$ cat config.mk
export PLATFORM = sky130hd
export DESIGN_NAME = stream_mux_n
export DESIGN_NICKNAME = d
export VERILOG_FILES = /design/src/rtl/stream_mux_n.sv
export SDC_FILE = /design/constraint.sdc
export NUM_CORES = 1
export LEC_CHECK = 0
export CELL_PAD_IN_SITES_DETAIL_PLACEMENT = 2
export CELL_PAD_IN_SITES_GLOBAL_PLACEMENT = 2
export CORE_UTILIZATION = 17
export CTS_CLUSTER_DIAMETER = 100
export DETAILED_ROUTE_END_ITERATION = 16
export PLACE_DENSITY_LB_ADDON = 0.1
export SLEW_MARGIN = 20
export SYNTH_ARGS = -nofsm -noshare
export SYNTH_HDL_FRONTEND = slang
export SYNTH_SLANG_ARGS = --single-unit
export TNS_END_PERCENT = 50
$ cat constraint.sdc
create_clock -name clk -period 2.39 [get_ports clk]
set_input_delay 0.717 -clock clk [delete_from_list [all_inputs] [get_ports clk]]
set_output_delay 0.717 -clock clk [all_outputs]
set_load 0.02 [all_outputs]
$ cat src/rtl/stream_mux_n.sv
// stream_mux_n
// N-input, W-bit stream multiplexer with valid/ready handshakes on every
// input and a single registered output stage. The channel feeding each output
// beat is chosen by an external select (MODE=0) or by round-robin among the
// valid inputs (MODE=1). out_src reports which channel supplied out_data.
//
// Ports:
//   clk        rising-edge clock
//   reset      synchronous, active-high reset
//   sel        channel select, used only when MODE=0
//   in_data    packed input data, channel i at [i*W +: W]
//   in_valid   per-channel valid
//   in_ready   per-channel ready (combinational, at most one bit set)
//   out_data   registered output data
//   out_valid  registered output valid
//   out_ready  consumer ready
//   out_src    index of the channel that supplied out_data
module stream_mux_n #(
  parameter int W    = 8,
  parameter int N    = 4,
  parameter int MODE = 0,
  localparam int SW  = (N > 2) ? $clog2(N) : 1
) (
  input  logic            clk,
  input  logic            reset,
  input  logic [SW-1:0]   sel,
  input  logic [N*W-1:0]  in_data,
  input  logic [N-1:0]    in_valid,
  output logic [N-1:0]    in_ready,
  output logic [W-1:0]    out_data,
  output logic            out_valid,
  input  logic            out_ready,
  output logic [SW-1:0]   out_src
);

  logic [SW-1:0] ptr_r;
  logic [W-1:0]  out_data_r;
  logic          out_valid_r;
  logic [SW-1:0] out_src_r;

  logic          load_ok_s;
  logic          grant_valid_s;
  logic [SW-1:0] grant_idx_s;
  logic          xfer_s;
  logic [N-1:0]  in_ready_s;

  // The output register may take a new beat when empty or draining this cycle.
  assign load_ok_s = !out_valid_r || out_ready;

  // Grant selection: external select, or first valid channel scanning from ptr.
  always_comb begin
    grant_valid_s = 1'b0;
    grant_idx_s   = '0;
    if (MODE == 0) begin
      // An out-of-range select (possible when N is not a power of two)
      // never grants.
      if (int'(sel) < N) begin
        if (in_valid[int'(sel)]) begin
          grant_valid_s = 1'b1;
          grant_idx_s   = sel;
        end else begin
          grant_valid_s = 1'b0;
        end
      end else begin
        grant_valid_s = 1'b0;
      end
    end else begin
      // Scan from the far end back towards ptr so the last hit is the
      // first valid channel at or after ptr (modulo N).
      for (int k = N - 1; k >= 0; k--) begin
        if (in_valid[(int'(ptr_r) + k) % N]) begin
          grant_valid_s = 1'b1;
          grant_idx_s   = SW'((int'(ptr_r) + k) % N);
        end else begin
          grant_valid_s = grant_valid_s;
        end
      end
    end
  end

  assign xfer_s = !reset && load_ok_s && grant_valid_s;

  // One-hot ready towards the granted channel only.
  always_comb begin
    in_ready_s = '0;
    if (xfer_s) begin
      in_ready_s[int'(grant_idx_s)] = 1'b1;
    end else begin
      in_ready_s = '0;
    end
  end

  assign in_ready = in_ready_s;

  // Output register: load on input transfer, clear valid on drain, else hold.
  always_ff @(posedge clk) begin
    if (reset) begin
      out_data_r  <= '0;
      out_valid_r <= 1'b0;
      out_src_r   <= '0;
    end else if (xfer_s) begin
      out_data_r  <= in_data[int'(grant_idx_s)*W +: W];
      out_valid_r <= 1'b1;
      out_src_r   <= grant_idx_s;
    end else if (out_ready) begin
      // Data and source are left as-is after a drain; only valid drops.
      out_valid_r <= 1'b0;
    end else begin
      out_valid_r <= out_valid_r;
    end
  end

  // Round-robin pointer: advance past the granted channel on each transfer.
  always_ff @(posedge clk) begin
    if (reset) begin
      ptr_r <= '0;
    end else if ((MODE == 1) && xfer_s) begin
      ptr_r <= SW'((int'(grant_idx_s) + 1) % N);
    end else begin
      ptr_r <= ptr_r;
    end
  end

  assign out_data  = out_data_r;
  assign out_valid = out_valid_r;
  assign out_src   = out_src_r;

endmodule

==> run_results.csv <==
group,metric,value,unit
sta,setup_viol,0,
floorplan,dieWidth,68.34,um
critical_path,start_kind,"input port",
clocking,cts_root_buffer,"clkbuf_8",
clocking,cts_tree,"built",
routing,first_iter_violations,14,
routing,top_layer,"met4",
grt,antenna_found_initial,0,
routing,wl_met2,1602,um
synth,synth_fp_nets,124,
routing,met1_length,1281,um
floorplan,core,4115,um^2
routing,vias,942,
critical_path,critPathSlowestCell,"dlygate4sd2_1",
finish,n_antenna_cell,0,
sta,fmax,427.4,MHz
clocking,cts-buffers-inserted,3,
sta,tns,0,ns
flow_run,cap_viol_max_count,0,
synth,synth.avg_cell_area,9.015,um^2
clocking,clock_latency,0.24,ns
sta,period_share,97.90,%
floorplan,die-height,68.34,um
synth,ys_ff_latch,11,
clocking,path_clk_slew,0.05,ns
routing,post_drt_via_cell_ratio,4.529,
synth,ys_top_cells_by_area,"dfxtp_1 (29%), mux2i_1 (11%), a221oi_1 (9.4%)",
critical_path,path_cells,"dlygate4sd2_1, inv_2, nand2_4, nor3_4, and2_4, buf_6",
routing,routed-wl-met3,177,um
synth,synthCells,83,
synth,ys_types,27,
grt,grt_max_degree,11,
synth,yosys_warnings,0,
finish,drive_above_1_share,29.11,%
place,place.gp.congestion,0.7519,
clocking,cts_htree_levels,1,
pwr,power.density,441.5,nW/um^2
sta,worstMarginPinSlew,0.2864,ns
sta,max_slew_margin,80.91,%
clocking,clkSinkCount,11,
finish,utilization,38.10,%
floorplan,io_pins,56,
floorplan,start_util,18.18,%
synth,synth_area,748.2,um^2
routing,dr.pass1.iters,2,
synth,ys.flop_type,"dfxtp_1",
synth,synth.yosys.seq_area_share,29.43,%
grt,track_usage,13.86,%
synth,synth_edf_count,0,
place,dpl.cell_count,199,
sta,drv_slew,0,
critical_path,crit_type,"input port to output pin",
routing,ant_nets,0,
critical_path,end_kind,"output pin",
pwr,p_leak,0.6599,nW
place,dp_hpwl,2491,um
routing,avgRoutedWirePerCell,14.85,um
synth,async_reset_ff_share,0,%
floorplan,rows,23,
critical_path,cp_max_fo,4,
place,numPortBuffers,55,
routing,route.detailed.drc,0,
sta,fin_ws,0.05016,ns
finish,stdcell_count,208,
routing,wirelength,3089,um
critical_path,crit_family,"buffers and inverters",
synth,synth_top_area_share,29.43,%
finish,nNetsFinal,200,
place,dp_slack,-0.7599,ns
critical_path,crit_required,1.67,ns
clocking,cts_buffer_depth,2,
floorplan,dieArea,4670,um^2
pwr,ir_worst_vdd,143.4,uV
clocking,postCtsHoldBufs,0,
critical_path,max_stage_delay,0.25,ns
grt,grt_pass1_vias,981,
finish,syn_to_final_growth,109.5,%
critical_path,crit_arrival,1.62,ns
outcome,status,"complete, no violations",
critical_path,timing.critical_path.buf_inv,3,
synth,synth_top_cell_by_area,"dfxtp_1",
min_path,worstHoldPathType,"flop to flop",
sta,min_period,2.340,ns
grt,grt_pass1_wl,4636,um
sta,hold_viol,0,
grt,grt_overflow,0,
sta,finalClockSkew,0.0007697,ns
==> tightest hold or removal path, stage by stage, from the launching register on <==
cell and delay (ns):
dfxtp_1 0.30, nand2_1 0.05, a21oi_1 0.05
==> registers in the layout, summed over array words and instances, names as in the netlist <==
signal and flops:
out_valid 1, out_src 2, out_data 8
==> cell type report <==
type	count	area (um^2)
fill	460	2547
timing repair buffer	75	676.9
inverter	4	15.01
multi-input combinational	64	548.0
clock buffer	4	45.04
sequential	11	220.2
tap	50	62.56
==> cells in the mapped netlist (2+ instances only) <==
| cell | instances |
|---|---|
| a211oi_1 | 8 |
| a21oi_1 | 2 |
| a221oi_1 | 8 |
| and2_1 | 8 |
| buf_6 | 2 |
| dfxtp_1 | 11 |
| inv_1 | 4 |
| mux2i_1 | 8 |
| nand2_1 | 11 |
| nor2_1 | 4 |
==> worst paths after layout <==
check	slack, ns	cells past startpoint	start	end
hold / removal	0.46	2	out_data[3]	out_data[3]
hold reg to reg	0.46	2	out_data[3]	out_data[3]
setup reg to reg	0.97	7	out_valid	out_data[1]
setup / recovery	0.05	6	reset	in_ready[0]
==> cell usage in the layout, fill, tap and decap left out, types with 2 or more instances in the layout <==
cell type         n
buf_6             3
nor2_1            3
dlygate4sd2_1     4
mux2i_1           7
a211oi_1          8
and2_1            7
nand2_4           2
dfxtp_1          11
a21oi_1           2
clkbuf_2          3
nand2_1          10
buf_4            21
clkdlybuf4s50_1  43
inv_1             3
mux2_4            2
a221oi_1          8
clkbuf_8          3
==> metal layers <==
layer / up-vias / GRT usage, %
met5: - / 0
met4: 0 / 6.250
met3: 2 / 1.167
met2: 32 / 26.35
met1: 444 / 15.31
li1: 464 / -
==> through the flow <==
stage | power (mW) | instance area, um^2 | hold WS, ns
detailed placement | 0.4932 | 1449 | 0.4583
global placement | 0.4860 | 1449 | 0.4473
finish | 0.6922 | 1568 | 0.4558
global route | 0.7329 | 1568 | 0.4857
CTS | 0.7017 | 1558 | 0.4654
floorplan | 0.3358 | 754.5 | 0.5340
==> timing repair <==
item | in CTS | in global routing
setup buffers | 2 | 3
endpoints found under the hold margin | 0 | 0
pin swaps | 4 | 3
gates resized for setup | 46 | 9
setup endpoints to repair | 4 | 3
==> power by group <==
part / switching (mW) / total, mW / internal (mW) / leakage [nW]
Sequential: 0.0131 / 0.220 / 0.207 / 0.0916
Clock: 0.0731 / 0.191 / 0.117 / 0.0228
Combinational: 0.121 / 0.281 / 0.161 / 0.546
==> cells by family (layout without fill, tap and decap cells) <==
group                  after synthesis  count (layout)  share of synthesized area (%)
buffers and inverters                8              83                          6.185
and+or+nand+nor                     32              32                          25.08
muxes                               11              11                          17.22
AOI/OAI and AO/OA                   21              21                          22.08
DFF                                 11              11                          29.43
(Power assumes the default switching activity.)
